## src/rtl/data_unpack_stream.sv

```systemverilog
// data_unpack_stream: width-down converter that splits sop/eop framed IN_W-bit
// words into OUT_W-bit symbols, MSB-first, with downstream backpressure,
// optional zero-padding of the packet-end residual and a framing-error pulse.
//
// Ports
//   clk, rst_n                 clock (rising edge), async active-low reset
//   valid_in, ready_out        input word handshake
//   data_in, sop_in, eop_in    input word and its framing
//   valid_out, ready_in        output symbol handshake
//   data_out, sop_out, eop_out output symbol and its framing
//   err_out                    one-cycle pulse after a framing error
module data_unpack_stream #(
   parameter int unsigned IN_W     = 32,
   parameter int unsigned OUT_W    = 7,
   parameter int unsigned PAD_LAST = 1
) (
   input  logic             clk,
   input  logic             rst_n,
   input  logic             valid_in,
   output logic             ready_out,
   input  logic [IN_W-1:0]  data_in,
   input  logic             sop_in,
   input  logic             eop_in,
   output logic             valid_out,
   input  logic             ready_in,
   output logic [OUT_W-1:0] data_out,
   output logic             sop_out,
   output logic             eop_out,
   output logic             err_out
);

   localparam int unsigned BUF_W = IN_W + OUT_W;
   localparam int unsigned CNT_W = $clog2(BUF_W + 1);
   localparam bit          PAD   = (PAD_LAST != 0);

   // MSB-aligned bit buffer; bits at and below position BUF_W-1-cnt are always zero
   logic [BUF_W-1:0] bits_q, bits_n;
   logic [CNT_W-1:0] cnt_q, cnt_n;
   logic             open_q, open_n;
   logic             eop_held_q, eop_held_n;
   logic             sop_pend_q, sop_pend_n;
   logic             err_q, err_n;
   logic             in_xfer, out_xfer;

   // Handshake and symbol outputs are pure functions of registered state
   assign ready_out = rst_n & ~eop_held_q & (cnt_q <= CNT_W'(OUT_W));
   assign valid_out = (cnt_q >= CNT_W'(OUT_W)) | (eop_held_q & PAD & (cnt_q != '0));
   assign data_out  = bits_q[BUF_W-1 -: OUT_W];
   assign sop_out   = sop_pend_q;
   assign eop_out   = eop_held_q & (PAD ? (cnt_q <= CNT_W'(OUT_W))
                                        : (cnt_q <  CNT_W'(2 * OUT_W)));
   assign err_out   = err_q;

   assign in_xfer  = valid_in & ready_out;
   assign out_xfer = valid_out & ready_in;

   // Next state: remove the emitted symbol first, then append the accepted word
   always_comb begin
      bits_n     = bits_q;
      cnt_n      = cnt_q;
      open_n     = open_q;
      eop_held_n = eop_held_q;
      sop_pend_n = sop_pend_q;
      err_n      = 1'b0;

      if (out_xfer) begin
         sop_pend_n = 1'b0;
         if (eop_out) begin
            // final symbol of the packet: any residual is discarded here
            bits_n     = '0;
            cnt_n      = '0;
            eop_held_n = 1'b0;
            open_n     = 1'b0;
         end else begin
            bits_n = bits_q << OUT_W;
            cnt_n  = (cnt_q >= CNT_W'(OUT_W)) ? cnt_q - CNT_W'(OUT_W) : '0;
         end
      end

      if (in_xfer) begin
         if (!open_q && !sop_in) begin
            // continuation word with no open packet: dropped
            err_n = 1'b1;
         end else begin
            if (open_q && sop_in) err_n = 1'b1;
            if (!open_q) begin
               open_n     = 1'b1;
               sop_pend_n = 1'b1;
            end
            // ready_out guarantees cnt_n <= OUT_W, so the word always fits
            bits_n = bits_n | (BUF_W'(data_in) << (CNT_W'(BUF_W - IN_W) - cnt_n));
            cnt_n  = cnt_n + CNT_W'(IN_W);
            if (eop_in) eop_held_n = 1'b1;
         end
      end
   end

   // State registers
   always_ff @(posedge clk or negedge rst_n) begin
      if (!rst_n) begin
         bits_q     <= '0;
         cnt_q      <= '0;
         open_q     <= 1'b0;
         eop_held_q <= 1'b0;
         sop_pend_q <= 1'b0;
         err_q      <= 1'b0;
      end else begin
         bits_q     <= bits_n;
         cnt_q      <= cnt_n;
         open_q     <= open_n;
         eop_held_q <= eop_held_n;
         sop_pend_q <= sop_pend_n;
         err_q      <= err_n;
      end
   end

endmodule

```

## config.mk

```make
export PLATFORM = sky130hd
export DESIGN_NAME = data_unpack_stream
export DESIGN_NICKNAME = d
export VERILOG_FILES = /design/src/rtl/data_unpack_stream.sv
export SDC_FILE = /design/constraint.sdc
export NUM_CORES = 1
export LEC_CHECK = 0
export CAP_MARGIN = 15
export CORE_MARGIN = 4
export CORE_UTILIZATION = 41
export CTS_CLUSTER_DIAMETER = 200
export CTS_CLUSTER_SIZE = 20
export DETAILED_ROUTE_END_ITERATION = 10
export PLACE_DENSITY = 0.69
export SLEW_MARGIN = 20
export SYNTH_ARGS = -nofsm -noshare
export SYNTH_HDL_FRONTEND = slang
export SYNTH_SLANG_ARGS = --single-unit
```

## constraint.sdc

```tcl
create_clock -name clk -period 4 [get_ports clk]
set_input_delay 1.2 -clock clk [delete_from_list [all_inputs] [get_ports clk]]
set_output_delay 1.2 -clock clk [all_outputs]
set_load 0.01 [all_outputs]
```

==> results of run 1 <==
worst register-to-register path: cells and delay by family, from the launching register on:
kind / cells / cell delay (ps)
multiplexers: 4 / 990
AO/OA/AOI/OAI: 5 / 990
buffers and inverters: 2 / 470
adder cells (fa/ha/maj): 1 / 310
flip-flops: 1 / 480
where the power goes:
part           switching, mW  internal (mW)
Combinational           2.67           2.03
Sequential             0.155          0.697
Clock                  0.182          0.252
synth_stat cells, drive strengths merged (2+ instances only):
master	n
nor3	7
o311ai	2
a22o	4
o21a	3
nand3	17
a221o	7
a21o	4
ha	4
and3	21
a31oi	6
a22oi	7
inv	12
nand2	65
mux2	4
dfrtp	49
clkbuf	19
o31ai	2
a31o	3
nor2b	2
nand2b	3
o211ai	3
nor4	3
a21oi	39
mux2i	79
a211oi	4
xnor2	2
or3	2
a221oi	4
o21ai	24
buf	24
nor2	40
o22ai	13
o221ai	9
metrics by stage:
| step | hold slack (ps) | util | setup WS (ps) | setup TNS (ps) |
|---|---|---|---|---|
| global placement | 470 | 0.540 | -67.5 | -152 |
| CTS | 499 | 0.554 | 217 | 0 |
| global route | 534 | 0.554 | 28.3 | 0 |
| finish | 496 | 0.554 | 181 | 0 |
| floorplan | 442 | - | 204 | 0 |
| detailed placement | 476 | 0.540 | -120 | -624 |
cells in the final DEF (no fill, tap or decap), types with 4 or more instances in the layout:
cell                              count
sky130_fd_sc_hd__clkbuf_8             5
sky130_fd_sc_hd__buf_12               4
sky130_fd_sc_hd__a21oi_1             39
sky130_fd_sc_hd__a221o_1              7
sky130_fd_sc_hd__clkdlybuf4s50_1     48
sky130_fd_sc_hd__ha_1                 4
sky130_fd_sc_hd__nand3_1             17
sky130_fd_sc_hd__a21o_1               4
sky130_fd_sc_hd__a22o_1               4
sky130_fd_sc_hd__a22oi_1              6
sky130_fd_sc_hd__buf_4               80
sky130_fd_sc_hd__nor2_1              37
sky130_fd_sc_hd__nand2_1             65
sky130_fd_sc_hd__a31oi_1              5
sky130_fd_sc_hd__nor3_1               6
sky130_fd_sc_hd__a211oi_1             4
sky130_fd_sc_hd__o22ai_1             13
sky130_fd_sc_hd__a221oi_1             4
sky130_fd_sc_hd__o21ai_0             20
sky130_fd_sc_hd__mux2_2               4
sky130_fd_sc_hd__inv_2                5
sky130_fd_sc_hd__o221ai_1             9
sky130_fd_sc_hd__and3_1              21
sky130_fd_sc_hd__o21ai_1              4
sky130_fd_sc_hd__mux2i_1             78
sky130_fd_sc_hd__inv_1                7
sky130_fd_sc_hd__dfrtp_1             49
worst min path at each step:
stage	end	slack, ps	start
floorplan	bits_q[4]	440	bits_q[4]
global placement	sop_out	470	sop_out
detailed placement	sop_out	480	sop_out
CTS	sop_out	500	sop_out
global route	bits_q[1]	530	bits_q[1]
finish	sop_out	500	sop_out
area by class of cell:
cell class              count  area, µm²  area share
inverters                  12       45.0     0.00824
clock inverters             3       68.8      0.0126
clock buffers               5       68.8      0.0126
well taps                 133        166      0.0305
flip-flops and latches     49       1230       0.224
multi-input cells         403       2720       0.498
repair buffers            133       1170       0.213
logic make-up after synthesis:
| kind of cell | count (synthesis) | share of synthesized area |
|---|---|---|
| simple gates | 165 | 0.182 |
| compound gates | 148 | 0.244 |
| mux | 83 | 0.199 |
| buf+inv | 55 | 0.0626 |
| flops | 49 | 0.292 |
| fa+ha+maj | 4 | 0.0119 |
| xor+xnor | 3 | 0.00805 |
flip-flops by register name, indices dropped and copies added (netlist names):
name and flops:
open_q 1, eop_held_q 1, bits_q 39, cnt_q 6, err_out 1, sop_out 1
metal layers:
layer  vias to the layer above  part of all wire
met5                         -                 0
met4                         0             0.032
met3                        46             0.060
met2                       199              0.48
met1                      2219              0.43
li1                       2079                 -
==> flow_metrics.tcl, run 1 <==
set metrics [dict create \
    outcome "finished, final reports clean" \
    vias_after_detailed_routing 4543 \
    post_synth_main_area_contributors "sky130_fd_sc_hd__dfrtp_1 29%, sky130_fd_sc_hd__mux2i_1 19%, sky130_fd_sc_hd__nand2_1 5.8%" \
    die_area_um2 11900 \
    setup.worst_path.end "bits_q[26]" \
    hpwlAfterDp_mm 12.1 \
    detail_route.vias_per_cell 6.16 \
    critPathLaunch "ready_in" \
    post_cts_hold_buffer_count 0 \
    mean_area_per_synthesized_cell_um2 8.28 \
    final_area_um2 5460 \
    timing.fmax_mhz 262 \
    min_path_cells 2 \
    overall_overflow_remaining_after_global_route 0 \
    met1_usage 0.350 \
    worstPathMaxFanout 9 \
    flow.area_growth_from_synthesis_pct 30.1 \
    remaining_drc_errors 0 \
    worst-endpoint-arrival_ps 4010 \
    globalRouteMet3Util 0.0426 \
    final-hold-violation-count 0 \
    post_synth_instance_area_um2 4200 \
    finalClockSkew_ps 11.9 \
    finalSetupViolCount 0 \
    grt_max_degree 50 \
    start_util 0.426 \
    regToRegEndpoint "bits_q[24]" \
    dp.cells 730 \
    max_slew.worst_pin.slew_ps 644 \
    crit_path_end_kind "flop" \
    timing.rr.start "cnt_q[1]" \
    antennaDiodeCount 0 \
    rows 36 \
    antenna_found_initial 0 \
    clkTransAtPathRegs_ps 100 \
    cts_tree "built" \
    maximum_buffer_depth_of_the_clock_tree 2 \
    layout_worst_path_cycle_share 0.955 \
    crit_buf_inv 6 \
    ctsRootBufferMaster "sky130_fd_sc_hd__clkbuf_8" \
    portion_of_synthesized_cell_area_occupied_by_the_leading_cell_type 0.292 \
    cpLargestDelayFamily "buffers and inverters" \
    mappedNetlistNets 549 \
    cellLeakagePower_nw 2.56 \
    cp-start-kind "input port" \
    critical_path_depth 13 \
    wire_length_of_the_first_global_routing_pass_mm 24.4 \
    portBuffers 49 \
    async_set_or_reset_register_ratio_after_synthesis 1.00 \
    gp_congestion 1.01 \
    yosys_most_used_dff "sky130_fd_sc_hd__dfrtp_1" \
    synth_top_area_cell "sky130_fd_sc_hd__dfrtp_1" \
    dieWidth_um 109 \
    worst_case_register_to_register_setup_slack_ps 700 \
    timing.max_slew.rel_slack 0.570 \
    finish.net_count 646 \
    drive_gt1_frac 0.190 \
    worst_reg2reg_path_length_in_cells 12 \
    crit_type "in2reg" \
    fp.coreArea_um2 9860 \
    globalRouteTotalUtil 0.267 \
    total_power_mw 5.99 \
    global_route_track_usage_on_met2 0.446 \
    highest_utilization_routing_layer_at_the_global_route_stage "met2" \
    hold_path_class "reg2reg" \
    finalMaxSlewViolations 0 \
    synth.yosys.warnings 0 \
    detailed_place.area_um2 5330 \
    power_density_nw_per_um2 1100 \
    synth-edff-count 0 \
    floorplan.io_pins 50 \
    clkLatencyLatePin_ps 310 \
    yosysUniqueCellTypes 63 \
    drv.max_cap_violation_count 0 \
    postCtsSetupRepairBufs 0 \
    wl_per_cell_um 21.3 \
    grt_pass1_vias 4546 \
    drtIter0Drc 369 \
    antenna_left 0 \
    setup_repair_after_global_routing_missed_its_margin "no" \
    cts_htree_levels 2 \
    critPathSlowestCell "sky130_fd_sc_hd__clkdlybuf4s50_1" \
    postSynthRegisterBits 49 \
    die_y_um 109 \
    cts_num_sinks 49 \
    drt_first_pass_iters 5 \
    netlist_instances 507 \
    routed_wl_mm 15.8 \
    n_fill_cell 925 \
    final-instance-count-excl-fill 738 \
    period_minus_slack_ps 3820 \
    synth_seq_area_share 0.292 \
    worst-endpoint-required_ps 4190 \
    max-vdd-ir-drop_uv 368 \
    path_cells "clkdlybuf4s50_1, buf_4, inv_1, a21oi_1, a22oi_4, inv_2, buf_12, mux2i_1, mux2i_1, a22o_1, a221oi_1, buf_4, o221ai_1" \
    quantity_of_gates_resized_following_cts 0 \
    slowest_delay_ps 490 \
    cts-buffers-inserted 5 \
]
(Power assumes the default switching activity.)
==> run 2, diff against run 1 <==
--- a/config.mk
+++ b/config.mk
@@ -5,13 +5,14 @@
 export SDC_FILE = /design/constraint.sdc
 export NUM_CORES = 1
 export LEC_CHECK = 0
+export ABC_AREA = 1
 export CAP_MARGIN = 15
 export CORE_MARGIN = 4
 export CORE_UTILIZATION = 41
 export CTS_CLUSTER_DIAMETER = 200
 export CTS_CLUSTER_SIZE = 20
 export DETAILED_ROUTE_END_ITERATION = 10
-export PLACE_DENSITY = 0.69
+export PLACE_DENSITY = 0.68
 export SLEW_MARGIN = 20
 export SYNTH_ARGS = -nofsm -noshare
 export SYNTH_HDL_FRONTEND = slang
==> run 2 against run 1 <==
First-iteration DRC count grew 13%. Routed wire length shrank 8.1%. Setup slack gained 450 ps. Fmax grew 13%. Critical path depth is the same. Design area shrank 8.0%. Hold slack lost 2.0 ps. Total power shrank 24%. Clock power shrank 30%. Register-to-register slack gained 310 ps. Largest power group unchanged.
==> flow_metrics.tcl, run 2 <==
set metrics [dict create \
    synth.yosys.warnings 0 \
    worst-endpoint-arrival_ps 3600 \
    overall_overflow_remaining_after_global_route 0 \
    timing.fmax_mhz 297 \
    async_set_or_reset_register_ratio_after_synthesis 1.00 \
    routed_wl_mm 14.5 \
    n_fill_cell 1119 \
    cellLeakagePower_nw 2.45 \
    final_common_cell "sky130_fd_sc_hd__nand2_1" \
    post_synth_main_area_contributors "sky130_fd_sc_hd__dfrtp_1 28%, sky130_fd_sc_hd__nand3_1 23%, sky130_fd_sc_hd__nand2_1 19%" \
    start_util 0.426 \
    cp-start-kind "input port" \
    max_slew.worst_pin.slew_ps 860 \
    hold_path_class "reg2reg" \
    remaining_drc_errors 0 \
    ctsRootBufferMaster "sky130_fd_sc_hd__clkbuf_8" \
    cts-buffers-inserted 5 \
    grt_pass1_vias 4707 \
    drv.max_cap_violation_count 0 \
    fin_util 0.481 \
    yosysMostFrequentCell "sky130_fd_sc_hd__nand2_1" \
    vias_after_detailed_routing 4980 \
    total_power_mw 4.57 \
    mean_area_per_synthesized_cell_um2 6.20 \
    finalMaxSlewViolations 0 \
    wl_per_cell_um 16.5 \
    die_area_um2 12600 \
    outcome "finished, final reports clean" \
    gp_congestion 0.908 \
    antennaDiodeCount 0 \
    synth-edff-count 0 \
    multi_input_comb_area_um2 2750 \
    synth.top_cells.by_count "225 x sky130_fd_sc_hd__nand2_1, 204 x sky130_fd_sc_hd__nand3_1, 49 x sky130_fd_sc_hd__dfrtp_1, 46 x sky130_fd_sc_hd__o21ai_0, 36 x sky130_fd_sc_hd__inv_1" \
    finalSetupViolCount 0 \
    finish.net_count 785 \
    setup_repair_after_global_routing_missed_its_margin "no" \
    period_minus_slack_ps 3370 \
    cts_tree "built" \
    drt_first_pass_iters 5 \
    post_cts_hold_buffer_count 0 \
    clkTransAtPathRegs_ps 90 \
    antenna_left 0 \
    floorplan.io_pins 50 \
    finalSetupTns_ps 0 \
    top_reg_by_flops "bits_q" \
    maximum_buffer_depth_of_the_clock_tree 2 \
    globalRouteTotalUtil 0.232 \
    seqCellArea_um2 1230 \
    netlist_instances 718 \
    power_density_nw_per_um2 909 \
    portion_of_synthesized_cell_area_occupied_by_the_leading_cell_type 0.275 \
    dieWidth_um 112 \
    worst-endpoint-required_ps 4230 \
    cts_num_sinks 49 \
    yosysUniqueCellTypes 33 \
    worstPathMaxFanout 16 \
    fp.coreArea_um2 10500 \
    hpwlAfterDp_mm 11.1 \
    yosys_most_used_dff "sky130_fd_sc_hd__dfrtp_1" \
    final-hold-violation-count 0 \
    wire_length_of_the_first_global_routing_pass_mm 23.9 \
    post_synth_instance_area_um2 4450 \
    largest_register_ffs 39 \
    cts_htree_levels 2 \
    final_cell_mix "225 x sky130_fd_sc_hd__nand2_1, 204 x sky130_fd_sc_hd__nand3_1, 49 x sky130_fd_sc_hd__dfrtp_1, 48 x sky130_fd_sc_hd__clkdlybuf4s50_1, 46 x sky130_fd_sc_hd__o21ai_0" \
    layout_worst_path_cycle_share 0.842 \
    postCtsSetupRepairBufs 0 \
    synth_top_area_cell "sky130_fd_sc_hd__dfrtp_1" \
    detail_route.vias_per_cell 5.66 \
    clkLatencyLatePin_ps 310 \
    drtIter0Drc 416 \
    flow.area_growth_from_synthesis_pct 12.9 \
    crit_path_end_kind "flop" \
    portBuffers 49 \
    antenna_found_initial 0 \
    postSynthRegisterBits 49 \
    worst_case_register_to_register_setup_slack_ps 1010 \
    max-vdd-ir-drop_uv 380 \
    finalClockSkew_ps 9.52 \
    quantity_of_gates_resized_following_cts 0 \
    grt_max_degree 50 \
    mappedNetlistNets 760 \
    synth_seq_area_share 0.275 \
    drive_gt1_frac 0.0726 \
    rows 37 \
    crit_type "in2reg" \
    timing.max_slew.rel_slack 0.424 \
    die_y_um 112 \
    layout_top_registers "bits_q: 39 flops, cnt_q: 6 flops" \
]
==> run 2: path summary, 6_finish.rpt <==
| check | startpoint | to | cells past startpoint |
|---|---|---|---|
| worst max register to register | cnt_q[0] | bits_q[7] | 17 |
| worst min-delay path | sop_out | sop_out | 2 |
| min in group asynchronous | rst_n | err_out | 2 |
| worst max-delay path | ready_in | bits_q[7] | 13 |
| worst min register to register | sop_out | sop_out | 2 |
| max in group asynchronous | rst_n | bits_q[34] | 2 |
==> run 2: cell families after synthesis <==
group,Yosys count,synth area share
DFF,49,0.275
buffers and inverters,94,0.107
xor gates and xnor gates,2,0.00815
AOI/OAI and AO/OA,88,0.110
adders and majority gates,4,0.0112
and+or+nand+nor,481,0.489
==> run 2: layer usage <==
layer / vias up / track usage / routed length, µm
li1: 2449 / - / -
met1: 2290 / 0.321 / 6320
met2: 210 / 0.373 / 6740
met3: 31 / 0.0323 / 933
met4: 0 / 0.0753 / 484
met5: - / 0 / 0
==> run 2: where the power goes <==
part | switching (mW) | total, mW | leakage (nW) | internal [mW]
Combinational | 2.44 | 3.56 | 1.77 | 1.12
Sequential | 0.0901 | 0.711 | 0.638 | 0.621
Clock | 0.177 | 0.302 | 0.0456 | 0.125
Total | 2.70 | 4.57 | 2.45 | 1.87
==> run 2: layout make-up <==
class,count,share of cell area
Clock inverter,2,0.00274
Clock buffer,6,0.0144
Timing Repair Buffer,67,0.123
Tap cell,136,0.0338
Inverter,45,0.0343
Multi-Input combinational cell,575,0.547
Sequential cell,49,0.244
==> run 2: critical path: stages <==
cell,delay [ps]
sky130_fd_sc_hd__clkdlybuf4s50_1,460
sky130_fd_sc_hd__nand2_4,160
sky130_fd_sc_hd__inv_4,70
sky130_fd_sc_hd__nand2_1,160
sky130_fd_sc_hd__nand2_1,70
sky130_fd_sc_hd__nor2_1,120
sky130_fd_sc_hd__inv_1,60
sky130_fd_sc_hd__ha_1,230
sky130_fd_sc_hd__xnor2_4,190
sky130_fd_sc_hd__nand2_2,210
sky130_fd_sc_hd__nor2_4,390
sky130_fd_sc_hd__inv_1,100
sky130_fd_sc_hd__o21ai_0,160
==> run 2: stage by stage <==
| stage | setup WS [ps] | hold WS (ps) | cells | cell area [µm²] |
|---|---|---|---|---|
| CTS | 631 | 501 | 880 | 5030 |
| global route | 430 | 528 | 880 | 5030 |
| detailed placement | 312 | 478 | 872 | 4940 |
| global placement | 384 | 471 | 872 | 4940 |
| floorplan | 726 | 454 | 718 | 4450 |
| finish | 630 | 494 | 880 | 5030 |
==> run 3, diff against run 2 <==
==> constraint.sdc (replaced) <==
create_clock -name clk -period 3.4 [get_ports clk]
set_input_delay 1.02 -clock clk [delete_from_list [all_inputs] [get_ports clk]]
set_output_delay 1.02 -clock clk [all_outputs]
set_load 0.01 [all_outputs]
==> run 3 against run 2 <==
First-iteration DRC count grew 5.3%. Clock power increased by 14%. Critical path depth down 1. Clock skew shrank 4.0 ps. Sequential share of layout area shrank 0.43 points. Total power is 20% higher. Routed wire length shrank 2.3%. Largest power group unchanged.
==> flow_metrics.tcl, run 3 (synthesis gave the netlist of run 2 again) <==
set metrics [dict create \
    outcome "finished, final reports clean" \
    clkTransAtPathRegs_ps 90 \
    period_minus_slack_ps 3070 \
    flow.area_growth_from_synthesis_pct 14.9 \
    drive_gt1_frac 0.0762 \
    critPathLaunch "ready_in" \
    cellLeakagePower_nw 2.48 \
    cts_htree_levels 2 \
    quantity_of_gates_resized_following_cts 0 \
    finalSetupViolCount 0 \
    hold_path_end "sop_out" \
    overall_overflow_remaining_after_global_route 0 \
    max-vdd-ir-drop_uv 443 \
    worst_hold_startpoint "sop_out" \
    grt_max_degree 50 \
    timing.fmax_mhz 326 \
    post_cts_hold_buffer_count 0 \
    finalMaxSlewViolations 0 \
    final_cell_mix "225 x sky130_fd_sc_hd__nand2_1, 204 x sky130_fd_sc_hd__nand3_1, 49 x sky130_fd_sc_hd__dfrtp_1, 48 x sky130_fd_sc_hd__clkdlybuf4s50_1, 46 x sky130_fd_sc_hd__o21ai_0" \
    max_slew.worst_pin.slew_ps 1020 \
    min_path_cells 2 \
    top_reg_by_flops "bits_q" \
    fin_util 0.489 \
    finalClockSkew_ps 5.52 \
    drtIter0Drc 438 \
    layout_worst_path_cycle_share 0.902 \
    routed_wl_mm 14.2 \
    fp.coreArea_um2 10500 \
    drt_first_pass_iters 5 \
    final_common_cell "sky130_fd_sc_hd__nand2_1" \
    layout_top_registers "bits_q: 39 flops, cnt_q: 6 flops" \
    setup_repair_after_global_routing_missed_its_margin "no" \
    power_density_nw_per_um2 1070 \
    clkLatencyLatePin_ps 300 \
    die_area_um2 12600 \
    start_util 0.426 \
    crit_path_end_kind "flop" \
    worstPathMaxFanout 17 \
    cts-buffers-inserted 5 \
    antenna_left 0 \
    cts_tree "built" \
    regToRegEndpoint "bits_q[36]" \
    maximum_buffer_depth_of_the_clock_tree 2 \
    timing.rr.start "cnt_q[0]" \
    hold_path_class "reg2reg" \
    wire_length_of_the_first_global_routing_pass_mm 23.2 \
    worst_reg2reg_path_length_in_cells 17 \
    floorplan.io_pins 50 \
    n_fill_cell 1127 \
    antenna_found_initial 0 \
    hpwlAfterDp_mm 11.0 \
    die_y_um 112 \
    grt_pass1_vias 4594 \
    finalSetupTns_ps 0 \
    vias_after_detailed_routing 5005 \
    dieWidth_um 112 \
    antennaDiodeCount 0 \
    globalRouteTotalUtil 0.223 \
    detail_route.vias_per_cell 5.66 \
    holdWs_ps 488 \
    final-hold-violation-count 0 \
    wl_per_cell_um 16.0 \
    ctsRootBufferMaster "sky130_fd_sc_hd__clkbuf_8" \
    finish.net_count 789 \
    worst_case_register_to_register_setup_slack_ps 600 \
    worst-endpoint-arrival_ps 3310 \
    timing.max_slew.rel_slack 0.315 \
    cts_num_sinks 49 \
    crit_type "in2reg" \
    gp_congestion 0.989 \
    worst-endpoint-required_ps 3650 \
    remaining_drc_errors 0 \
    largest_register_ffs 39 \
    drv.max_cap_violation_count 0 \
    cp-start-kind "input port" \
    postCtsSetupRepairBufs 0 \
    portBuffers 49 \
    rows 37 \
]
run 3: area by class of cell:
| class | instances | area (µm²) | share of cell area |
|---|---|---|---|
| timing repair buffer | 71 | 713 | 0.139 |
| multi-input combinational | 575 | 2750 | 0.538 |
| inverter | 45 | 173 | 0.0337 |
| clock inverter | 1 | 7.51 | 0.00147 |
| clock buffer | 7 | 76.3 | 0.0149 |
| sequential | 49 | 1230 | 0.240 |
| tap | 136 | 170 | 0.0333 |
run 3: worst max-delay path: stages:
cell and delay, ps:
sky130_fd_sc_hd__clkdlybuf4s50_1 530, sky130_fd_sc_hd__nand2_4 90, sky130_fd_sc_hd__o21ai_0 180, sky130_fd_sc_hd__nand2_1 70, sky130_fd_sc_hd__nor2_1 120, sky130_fd_sc_hd__inv_1 70
sky130_fd_sc_hd__ha_1 300, sky130_fd_sc_hd__inv_2 300, sky130_fd_sc_hd__nand4_1 230, sky130_fd_sc_hd__a21oi_1 230, sky130_fd_sc_hd__nand2_1 100, sky130_fd_sc_hd__nand2_1 70
run 3: worst max path at each step:
stage               slack (ps)         end  depth (start not counted)
finish                     330  bits_q[36]                         12
global route               180  bits_q[32]                         14
CTS                        390  bits_q[36]                         12
detailed placement          80  bits_q[36]                         12
global placement           100  bits_q[36]                         12
floorplan                  310  bits_q[23]                         14
run 3: through the flow:
stage	power [mW]	cell area, µm²	setup WS (ps)	cells
2_1_floorplan	3.91	4450	306	718
3_3_place_gp	5.06	5030	99.0	876
3_5_place_dp	5.04	5030	77.8	876
4_1_cts	5.40	5120	385	884
5_1_grt	5.97	5120	176	884
6_report	5.47	5120	334	884
run 3: power by group:
part / internal [mW] / switching (mW)
clock network: 0.146 / 0.197
registers: 0.730 / 0.104
logic: 1.43 / 2.86
run 3: routing by layer:
| layer | vias to the layer above | track usage | part of all wire |
|---|---|---|---|
| met1 | 2284 | 0.319 | 0.45 |
| met3 | 31 | 0.0248 | 0.067 |
| met4 | 0 | 0.0585 | 0.022 |
| met2 | 224 | 0.359 | 0.46 |
| li1 | 2466 | - | - |
| met5 | - | 0 | 0 |
